File: src/rtl/lsu_pkg.sv
// Shared types, defaults and access-code helpers for the load/store unit.
package lsu_pkg;

   localparam int LSU_DATA_WIDTH = 32;
   localparam int LSU_ADDR_WIDTH = 32;

   localparam logic [2:0] F3_B  = 3'b000;
   localparam logic [2:0] F3_H  = 3'b001;
   localparam logic [2:0] F3_W  = 3'b010;
   localparam logic [2:0] F3_BU = 3'b100;
   localparam logic [2:0] F3_HU = 3'b101;

   typedef enum logic [1:0] {
      IDLE,
      REQ,
      WAIT_RSP,
      DONE
   } lsu_state_e;

   // True when the access must be rejected: unknown code or bad alignment.
   function automatic logic acc_bad(
      input logic       st,
      input logic [2:0] f3,
      input logic [1:0] off
   );
      logic legal;
      logic mis;
      legal = 1'b0;
      mis   = 1'b0;
      case (f3)
         F3_B:  legal = 1'b1;
         F3_H:  begin legal = 1'b1; mis = off[0]; end
         F3_W:  begin legal = 1'b1; mis = |off;   end
         F3_BU: legal = !st;
         F3_HU: begin legal = !st;  mis = off[0]; end
         default: legal = 1'b0;
      endcase
      return !legal || mis;
   endfunction

endpackage

File: src/rtl/lsu_if.sv
// Word-oriented memory request/response bus between the LSU and memory.
interface lsu_mem_if
   import lsu_pkg::*;
#(
   parameter int DATA_WIDTH = LSU_DATA_WIDTH,
   parameter int ADDR_WIDTH = LSU_ADDR_WIDTH
);
   logic                  mem_req;
   logic                  mem_we;
   logic [ADDR_WIDTH-1:0] mem_addr;
   logic [DATA_WIDTH-1:0] mem_wdata;
   logic [3:0]            mem_be;
   logic                  mem_gnt;
   logic                  mem_rvalid;
   logic [DATA_WIDTH-1:0] mem_rdata;

   modport master (
      output mem_req, mem_we, mem_addr, mem_wdata, mem_be,
      input  mem_gnt, mem_rvalid, mem_rdata
   );

   modport slave (
      input  mem_req, mem_we, mem_addr, mem_wdata, mem_be,
      output mem_gnt, mem_rvalid, mem_rdata
   );
endinterface

File: src/rtl/lsu_align.sv
// Byte-lane steering: store enables/replication, load lane pick and extend.
module lsu_align
   import lsu_pkg::*;
#(
   parameter int DATA_WIDTH = LSU_DATA_WIDTH
) (
   input  logic [1:0]            st_size,
   input  logic [1:0]            st_off,
   input  logic [DATA_WIDTH-1:0] store_data,
   output logic [3:0]            be,
   output logic [DATA_WIDTH-1:0] wdata,
   input  logic [2:0]            ld_funct3,
   input  logic [1:0]            ld_off,
   input  logic [DATA_WIDTH-1:0] rdata,
   output logic [DATA_WIDTH-1:0] ld_data
);
   localparam int NB = DATA_WIDTH / 8;

   logic [DATA_WIDTH-1:0] lane;
   logic [7:0]            ld_b;
   logic [15:0]           ld_h;

   always_comb begin
      be    = 4'b1111;
      wdata = store_data;
      case (st_size)
         2'b00: begin
            be    = 4'b0001 << st_off;
            wdata = {NB{store_data[7:0]}};
         end
         2'b01: begin
            be    = 4'b0011 << st_off;
            wdata = {(NB/2){store_data[15:0]}};
         end
         default: ;
      endcase
   end

   assign lane = rdata >> {ld_off, 3'b000};
   assign ld_b = lane[7:0];
   assign ld_h = lane[15:0];

   always_comb begin
      ld_data = lane;
      case (ld_funct3)
         F3_B:  ld_data = {{(DATA_WIDTH-8){ld_b[7]}}, ld_b};
         F3_H:  ld_data = {{(DATA_WIDTH-16){ld_h[15]}}, ld_h};
         F3_BU: ld_data = {{(DATA_WIDTH-8){1'b0}}, ld_b};
         F3_HU: ld_data = {{(DATA_WIDTH-16){1'b0}}, ld_h};
         default: ;
      endcase
   end

endmodule

File: src/rtl/load_store_unit.sv
// Single-outstanding load/store unit with ALU pass-through write-back.
module load_store_unit
   import lsu_pkg::*;
#(
   parameter int DATA_WIDTH = LSU_DATA_WIDTH,
   parameter int ADDR_WIDTH = LSU_ADDR_WIDTH
) (
   input  logic                  clk,
   input  logic                  reset,
   input  logic                  ex_valid,
   output logic                  ex_ready,
   input  logic                  uop_is_mem,
   input  logic                  is_store,
   input  logic [2:0]            funct3,
   input  logic [ADDR_WIDTH-1:0] Mem_addr,
   input  logic [DATA_WIDTH-1:0] store_data,
   input  logic [DATA_WIDTH-1:0] Execution_Result,
   input  logic [4:0]            rd,
   input  logic                  system_stall,
   lsu_mem_if.master             mem,
   output logic                  wb_valid,
   output logic                  wb_we,
   output logic [4:0]            wb_rd,
   output logic [DATA_WIDTH-1:0] wb_data,
   output logic                  misalign_exc
);

   lsu_state_e            state_q, state_d;
   logic [ADDR_WIDTH-1:0] addr_q, addr_d;
   logic [DATA_WIDTH-1:0] wdata_q, wdata_d;
   logic [3:0]            be_q, be_d;
   logic                  we_q, we_d;
   logic [2:0]            f3_q, f3_d;
   logic [1:0]            off_q, off_d;
   logic                  pt_q, pt_d;
   logic                  wb_we_q, wb_we_d;
   logic [4:0]            wb_rd_q, wb_rd_d;
   logic [DATA_WIDTH-1:0] wb_data_q, wb_data_d;
   logic                  mis_q, mis_d;

   logic                  accept;
   logic [3:0]            al_be;
   logic [DATA_WIDTH-1:0] al_wdata;
   logic [DATA_WIDTH-1:0] al_ld;

   lsu_align #(.DATA_WIDTH(DATA_WIDTH)) u_align (
      .st_size    (funct3[1:0]),
      .st_off     (Mem_addr[1:0]),
      .store_data (store_data),
      .be         (al_be),
      .wdata      (al_wdata),
      .ld_funct3  (f3_q),
      .ld_off     (off_q),
      .rdata      (mem.mem_rdata),
      .ld_data    (al_ld)
   );

   assign ex_ready = (state_q == IDLE) && !system_stall;
   assign accept   = ex_valid && ex_ready;

   always_comb begin
      state_d   = state_q;
      addr_d    = addr_q;
      wdata_d   = wdata_q;
      be_d      = be_q;
      we_d      = we_q;
      f3_d      = f3_q;
      off_d     = off_q;
      pt_d      = 1'b0;
      wb_we_d   = wb_we_q;
      wb_rd_d   = wb_rd_q;
      wb_data_d = wb_data_q;
      mis_d     = 1'b0;
      unique case (state_q)
         IDLE: begin
            if (accept) begin
               if (!uop_is_mem) begin
                  pt_d      = 1'b1;
                  wb_we_d   = (rd != 5'd0);
                  wb_rd_d   = rd;
                  wb_data_d = Execution_Result;
               end else if (acc_bad(is_store, funct3,
                                    Mem_addr[1:0])) begin
                  mis_d = 1'b1;
               end else begin
                  state_d = REQ;
                  addr_d  = {Mem_addr[ADDR_WIDTH-1:2], 2'b00};
                  wdata_d = al_wdata;
                  be_d    = al_be;
                  we_d    = is_store;
                  f3_d    = funct3;
                  off_d   = Mem_addr[1:0];
                  wb_rd_d = rd;
               end
            end
         end
         REQ: begin
            if (mem.mem_gnt) begin
               if (we_q) begin
                  state_d   = DONE;
                  wb_we_d   = 1'b0;
                  wb_data_d = '0;
               end else begin
                  state_d = WAIT_RSP;
               end
            end
         end
         WAIT_RSP: begin
            if (mem.mem_rvalid) begin
               state_d   = DONE;
               wb_we_d   = (wb_rd_q != 5'd0);
               wb_data_d = al_ld;
            end
         end
         DONE: begin
            // Stall freezes the completed result in place.
            if (!system_stall) state_d = IDLE;
         end
         default: state_d = IDLE;
      endcase
   end

   always_ff @(posedge clk or posedge reset) begin
      if (reset) begin
         state_q   <= IDLE;
         addr_q    <= '0;
         wdata_q   <= '0;
         be_q      <= '0;
         we_q      <= 1'b0;
         f3_q      <= '0;
         off_q     <= '0;
         pt_q      <= 1'b0;
         wb_we_q   <= 1'b0;
         wb_rd_q   <= '0;
         wb_data_q <= '0;
         mis_q     <= 1'b0;
      end else begin
         state_q   <= state_d;
         addr_q    <= addr_d;
         wdata_q   <= wdata_d;
         be_q      <= be_d;
         we_q      <= we_d;
         f3_q      <= f3_d;
         off_q     <= off_d;
         pt_q      <= pt_d;
         wb_we_q   <= wb_we_d;
         wb_rd_q   <= wb_rd_d;
         wb_data_q <= wb_data_d;
         mis_q     <= mis_d;
      end
   end

   assign mem.mem_req   = (state_q == REQ);
   assign mem.mem_we    = (state_q == REQ) && we_q;
   assign mem.mem_addr  = addr_q;
   assign mem.mem_wdata = wdata_q;
   assign mem.mem_be    = be_q;

   assign wb_valid     = pt_q || (state_q == DONE);
   assign wb_we        = wb_valid && wb_we_q;
   assign wb_rd        = wb_rd_q;
   assign wb_data      = wb_data_q;
   assign misalign_exc = mis_q;

endmodule

File: src/flat_wrapper.sv
// flat-port wrapper written by rule: the top's interface ports become plain ports
module load_store_unit_flat import lsu_pkg::*;
#(
   parameter int DATA_WIDTH = LSU_DATA_WIDTH,
   parameter int ADDR_WIDTH = LSU_ADDR_WIDTH
)
  (clk, reset, ex_valid, ex_ready, uop_is_mem, is_store, funct3, Mem_addr, store_data, Execution_Result, rd, system_stall, wb_valid, wb_we, wb_rd, wb_data, misalign_exc, mem_mem_req, mem_mem_we, mem_mem_addr, mem_mem_wdata, mem_mem_be, mem_mem_gnt, mem_mem_rvalid, mem_mem_rdata);
  lsu_mem_if #(.DATA_WIDTH(DATA_WIDTH), .ADDR_WIDTH(ADDR_WIDTH)) mem_i ();
  input  logic clk;
  input  logic reset;
  input  logic ex_valid;
  output logic ex_ready;
  input  logic uop_is_mem;
  input  logic is_store;
  input  logic [2:0] funct3;
  input  logic [ADDR_WIDTH-1:0] Mem_addr;
  input  logic [DATA_WIDTH-1:0] store_data;
  input  logic [DATA_WIDTH-1:0] Execution_Result;
  input  logic [4:0] rd;
  input  logic system_stall;
  output logic wb_valid;
  output logic wb_we;
  output logic [4:0] wb_rd;
  output logic [DATA_WIDTH-1:0] wb_data;
  output logic misalign_exc;
  output wire logic [$bits(mem_i.mem_req)-1:0] mem_mem_req;
  output wire logic [$bits(mem_i.mem_we)-1:0] mem_mem_we;
  output wire logic [$bits(mem_i.mem_addr)-1:0] mem_mem_addr;
  output wire logic [$bits(mem_i.mem_wdata)-1:0] mem_mem_wdata;
  output wire logic [$bits(mem_i.mem_be)-1:0] mem_mem_be;
  input wire logic [$bits(mem_i.mem_gnt)-1:0] mem_mem_gnt;
  input wire logic [$bits(mem_i.mem_rvalid)-1:0] mem_mem_rvalid;
  input wire logic [$bits(mem_i.mem_rdata)-1:0] mem_mem_rdata;
  assign mem_mem_req = mem_i.mem_req;
  assign mem_mem_we = mem_i.mem_we;
  assign mem_mem_addr = mem_i.mem_addr;
  assign mem_mem_wdata = mem_i.mem_wdata;
  assign mem_mem_be = mem_i.mem_be;
  assign mem_i.mem_gnt = mem_mem_gnt;
  assign mem_i.mem_rvalid = mem_mem_rvalid;
  assign mem_i.mem_rdata = mem_mem_rdata;
  load_store_unit #(.DATA_WIDTH(DATA_WIDTH), .ADDR_WIDTH(ADDR_WIDTH)) u_core (.clk(clk), .reset(reset), .ex_valid(ex_valid), .ex_ready(ex_ready), .uop_is_mem(uop_is_mem), .is_store(is_store), .funct3(funct3), .Mem_addr(Mem_addr), .store_data(store_data), .Execution_Result(Execution_Result), .rd(rd), .system_stall(system_stall), .mem(mem_i), .wb_valid(wb_valid), .wb_we(wb_we), .wb_rd(wb_rd), .wb_data(wb_data), .misalign_exc(misalign_exc));
endmodule
File: config.mk
export PLATFORM = sky130hd
export DESIGN_NAME = load_store_unit_flat
export DESIGN_NICKNAME = d
export VERILOG_FILES = /design/src/rtl/lsu_pkg.sv /design/src/rtl/lsu_if.sv /design/src/rtl/lsu_align.sv /design/src/rtl/load_store_unit.sv /design/src/flat_wrapper.sv
export SDC_FILE = /design/constraint.sdc
export NUM_CORES = 1
export LEC_CHECK = 0
export BUFFER_PORTS_ARGS = -buffer_cell sky130_fd_sc_hd__buf_2
export CAP_MARGIN = 20
export CORE_MARGIN = 3
export CORE_UTILIZATION = 45
export CTS_BUF_LIST = sky130_fd_sc_hd__clkbuf_4
export DETAILED_ROUTE_END_ITERATION = 10
export GPL_TIMING_DRIVEN = 0
export PLACE_DENSITY = 0.82
export SYNTH_ARGS = -nofsm -noshare
export SYNTH_HDL_FRONTEND = slang
export SYNTH_SLANG_ARGS = --single-unit
File: constraint.sdc
create_clock -name clk -period 6.11 [get_ports clk]
set_input_delay 0.9165 -clock clk [delete_from_list [all_inputs] [get_ports clk]]
set_output_delay 0.9165 -clock clk [all_outputs]
set_load 0.005 [all_outputs]
==> Yosys cells after proc, flatten, opt, wreduce, memory -nomap -nowiden <==
Index checks and enable logic that the tools add are counted.
{ "word_totals": {"ff_bits": 114, "in_bits": 144, "out_inout_bits": 111, "wordCells": 100} }
{ "classes": {"n_eq_ne": 20, "reduce_logical": 24, "bitwise_logic": 1, "n_mux": 40, "n_shift": 3} }
{ "op_table": {"columns": ["op", "count"], "rows": [
  ["$mux W32", 5],
  ["$pmux W32 S4", 1],
  ["$pmux W32 S3", 1],
  ["$pmux W32 S2", 1],
  ["$shr A32 B5 Y32", 1],
  ["$mux W1", 19],
  ["$eq A3 B3 Y1 const B", 4],
  ["$mux W2", 6],
  ["$ne A2 B2 Y1 const B", 6],
  ["$reduce_and A6 Y1", 2],
  ["$mux W5", 2],
  ["$reduce_bool A5 Y1", 2],
  ["$pmux W2 S4", 1],
  ["$pmux W4 S2", 1],
  ["$eq A3 B1 Y1 const B", 2],
  ["$logic_not A3 Y1", 2],
  ["$ne A2 B1 Y1 const B", 3],
  ["$reduce_or A2 Y1", 3],
  ["$eq A2 B1 Y1 const B", 2],
  ["$eq A2 B2 Y1 const B", 2],
  ["$logic_and A1 B1 Y1", 4],
  ["$logic_not A2 Y1", 2],
  ["$pmux W1 S2", 2],
  ["$reduce_and A4 Y1", 1],
  ["10 further kinds", 13]
]} }

==> Logic depth before layout (Yosys ltp) <==
{ "depth": {"ltp_word": 12, "depth_mapped": 9, "ltp_nobuf": 7} }

==> Hierarchy <==
A second synthesis with hierarchy kept.
{ "hier_totals": {"cells_unflattened": 549, "area_unflattened_um2": 6005.8} }
{ "by_module_without_submodules": {"columns": ["mod", "area_per_inst_um2", "seq_area_each_um2", "instances", "cells_per_inst"], "rows": [
  ["load_store_unit", 4775.8, 2852.7, 1, 384],
  ["lsu_align", 1229.9, 0.0, 1, 165]
]} }

==> Worst setup path before layout <==
OpenSTA, ideal clock, no wires.
{ "synth_timing": {"kind": "input to register", "startpoint": "in funct3[0]", "endpoint": "reg u_core.off_q[1]", "setup_ps": 128, "required_ps": 5982, "path_slack_ps": 3709, "t_arrival_ps": 2274, "path_stages": 5, "path_buffers": 1, "path_cell_list": "or4_1 -> nand2_1 -> nand4_4 -> buf_2 -> mux2_1"} }
{ "synth_between": {"elab_chain_len": 10, "word_cells_on_any_way": 20, "classes_between": "eq/ne: 4; mux: 8; bitwise: 1; reduce/logical: 7"} }
{ "synth_lines": {"columns": ["item", "line_no", "text"], "rows": [
  ["start: declaration", "flat_wrapper.sv:15", "input logic [2:0] funct3;"],
  ["$eq A3 B1 Y1 (tied with other cells)", "lsu_pkg.sv:30", "case (f3)"],
  ["$reduce_or A3 Y1 (no line) / $reduce_or A2 Y1 (equally long branches)", null, null],
  ["$pmux W1 S2", "lsu_pkg.sv:30", null],
  ["$mux W1", "load_store_unit.sv:77", "if (!uop_is_mem) begin"],
  ["$mux W1", "load_store_unit.sv:76", "if (accept) begin"],
  ["$mux W1", "load_store_unit.sv:74", "unique case (state_q)"],
  ["$logic_not A1 Y1", "lsu_pkg.sv:38", "return !legal || mis;"],
  ["$logic_or A1 B1 Y1 *", "lsu_pkg.sv:38", null],
  ["$not A1 Y1 (no line) *", null, null],
  ["$reduce_and A4 Y1 (no line) *", null, null],
  ["end signal: assignment", "load_store_unit.sv:131", "off_q <= '0;"],
  ["end signal: assignment", "load_store_unit.sv:144", "off_q <= off_d;"],
  ["end: declaration", "load_store_unit.sv:34", "logic [1:0] off_q, off_d;"]
]} }
Every way passes the cells marked *; elsewhere a longest branch is shown, timed or not. The select of a mux whose other input is x is not followed.
A chain may end at the register's enable or synchronous reset.

==> Worst setup path in the final report <==
{ "layout_timing": {"startpoint": "reg u_core.state_q[0]", "endpoint": "out ex_ready"} }
{ "layout_between": {"elab_chain_len": 2} }
{ "layout_lines": {"columns": ["item", "line_no", "text"], "rows": [
  ["start: declaration", "load_store_unit.sv:28", "lsu_state_e state_q, state_d;"],
  ["start signal: assignment", "load_store_unit.sv:138", "state_q <= state_d;"],
  ["$logic_not A2 Y1", "load_store_unit.sv:58", "assign ex_ready = (state_q == IDLE) && !system_stall;"],
  ["$logic_and A1 B1 Y1", "load_store_unit.sv:58", null],
  ["end: declaration", "flat_wrapper.sv:12", "output logic ex_ready;"]
]} }
Every way passes these cells.

==> qor.yml <==
run:
  maxCapViolations: 0
timing:
  holdWs_ns: 0.463
  rsz0062_at_grt: "no"
  timing.slew.headroom_pct: 34.3
  final.setup_skew_ns: 0.0195
  period_share_pct: 44.6
  setup_viol: 0
  tns_ns: 0
  worstMarginPinSlew_ns: 0.982
  hold_violations: 0
  clock.fmax_mhz: 367
  fin_crit_ns: 2.73
  drv_slew: 0
cts:
  ctsHoldBuffers: 0
  clock_latency_ns: 0.53
  clkSlewWorstSetupHoldPaths_ns: 0.11
  cts.htree.levels: 4
  cts-buffers-inserted: 17
  cts_setup_buffers: 0
  cts_tree: "yes"
  ctsResizeCount: 0
  cts.sinks: 114
  clockBufferDepth: 2
  cts-root-buf: "clkbuf_4"
outcome:
  status: "complete, no violations"
cells_and_area:
  postLayoutCellArea_um2: 7250
  area_growth_pct: 31.6
  mostFrequentLayoutCells: "buf_2, dfrtp_1, nor2_1"
  layout.cells.most_common: "buf_2"
  drive_above_1_share_pct: 38.0
  final_util_pct: 61.9
  final_nets: 940
power_and_ir_drop:
  intPower_uw: 2030
  p_leak_uw: 0.00378
  p_sw_share_pct: 40.0
  pwr_density_cell_nw_per_um2: 466
  power.share.clock_pct: 15.9
  comb_power_share_pct: 46.6
  peakVddDrop_v: 0.000260
  seq_power_share_pct: 37.5
  switching_power_uw: 1350
grt:
  grt_pass1_wl_um: 26500
  grt_max_degree: 69
  grt_pass1_vias: 5098
  antenna_found_initial: 0
  grt_overflow: 0
  grt.total_usage_pct: 26.0
synth:
  netlist_area_um2: 5510
  synth-seq-cells: 114
  synth.distinct_cells: 42
  synthFlopType: "dfrtp_1"
  synth-warning-count: 0
  syn_avg_cell_area_um2: 10.6
  synth_cells: 518
  ys_seq_area_share_pct: 51.8
  async_flop_share_pct: 100
  synth_edf_count: 0
detailed_routing:
  via_per_inst: 5.53
  wire_per_inst_um: 19.0
  num_vias: 5243
  drc: 0
  ant_nets: 0
  drt_pass1_iterations: 6
  first_iter_violations: 423
  routed_wl_um: 18000
floorplanning:
  die_x_um: 117
  ios: 255
  die_area_um2: 13600
  die_h_um: 117
  core_um2: 11700
  rows: 39
  start_util_pct: 47.0
worst_setup_path:
  required_ns: 5.19
  crit_path_end_kind: "primary output"
  crit_arrival_ns: 1.81
  criticalPathCategory: "register to primary output"
  start_kind: "register"
  cp_max_fo: 5
placement:
  dp_hpwl_um: 13900
  port_buffers: 252
  place_congestion: 0.969
  dpl_cell_area_um2: 6980
hold_path:
  hp-class: "input pin to async pin"
-- power by group through the flow --
stage	Sequential, uW	Combinational [uW]	Clock (uW)
after global placement	1260	1530	0
after detailed placement	1270	1570	0
final	1270	1570	538
after floorplan	1290	882	0
after global routing	1300	1740	585
after CTS	1260	1570	545
-- sequential cells by signal (all words and copies together), names as in the netlist, 2 cells and up --
register / count
u_core.mem.mem_addr: 30
u_core.off_q: 2
u_core.state_q: 2
u_core.mem.mem_wdata: 32
u_core.wb_data: 32
u_core.mem.mem_be: 4
u_core.f3_q: 3
u_core.wb_rd: 5
-- cell families after synthesis --
family / Yosys count / share of synthesized area, %
buf+inv: 42 / 3.23
other cells: 1 / 0.0681
simple gates: 128 / 10.4
flops: 114 / 51.8
compound gates: 137 / 15.4
mux: 91 / 17.9
fa+ha+maj: 5 / 1.14
-- final cells by class --
cell class              instances  area, um^2
multi-input cells             363        2480
inverters                       7        28.8
fillers                       986        4460
clock inverters                12         118
diodes                          2        5.00
clock buffers                  19         143
repair buffers                253        1290
well taps                     143         179
flip-flops and latches        114        2850
plain buffers                  35         151
-- worst max-delay path: stages (launching register included) --
cell     delay (ns)
dfrtp_1        0.41
inv_1          0.15
ha_1           0.22
inv_1          0.06
nor2_1         0.27
buf_2          0.18
-- stage by stage --
| step | cells | worst slack (ns) | power, uW |
|---|---|---|---|
| final | 948 | 3.38 | 3380 |
| after global routing | 946 | 3.18 | 3630 |
| after CTS | 946 | 3.34 | 3380 |
| after detailed placement | 915 | 3.19 | 2840 |
| after global placement | 914 | 0.845 | 2790 |
| after floorplan | 519 | 2.18 | 2170 |
-- layer usage --
layer,vias up,GRT usage (%),share of wire (%)
met2,322,44.9,49
met4,0,8.33,2.0
met5,-,0,0
li1,2399,-,-
met1,2483,29.6,37
met3,39,10.3,11
-- Yosys cell counts (all sizes together) (3+ instances only) --
library cell  number  area, um^2
a211o              8        70.1
clkbuf            20        75.1
mux2              50         563
ha                 5        62.6
o21ai             38         190
o22a               8        70.1
a22oi              8        60.1
inv                7        26.3
mux2i             40         400
buf               15        76.3
nand2             44         165
a21oi             50         250
nor2b              9        56.3
nor2              53         199
nand2b             4        25.0
nor3               3        15.0
and2               4        25.0
a22o               8        70.1
or4                3        22.5
a32oi              7        61.3
dfrtp            114        2850
-- worst paths after layout --
path,startpoint,to,slack [ns],depth (start not counted)
min in group clk,u_core.mem.mem_wdata[9],u_core.mem.mem_wdata[9],0.48,2
worst min-delay path,reset,u_core.mem.mem_addr[26],0.46,2
worst max-delay path,u_core.state_q[0],ex_ready,3.38,5
max in group asynchronous,reset,u_core.wb_data[27],4.89,3
worst min register to register,u_core.mem.mem_wdata[9],u_core.mem.mem_wdata[9],0.48,2
worst max register to register,u_core.state_q[0],u_core.wb_data[7],3.46,9
No activity file was read; power rests on OpenSTA's default activity.
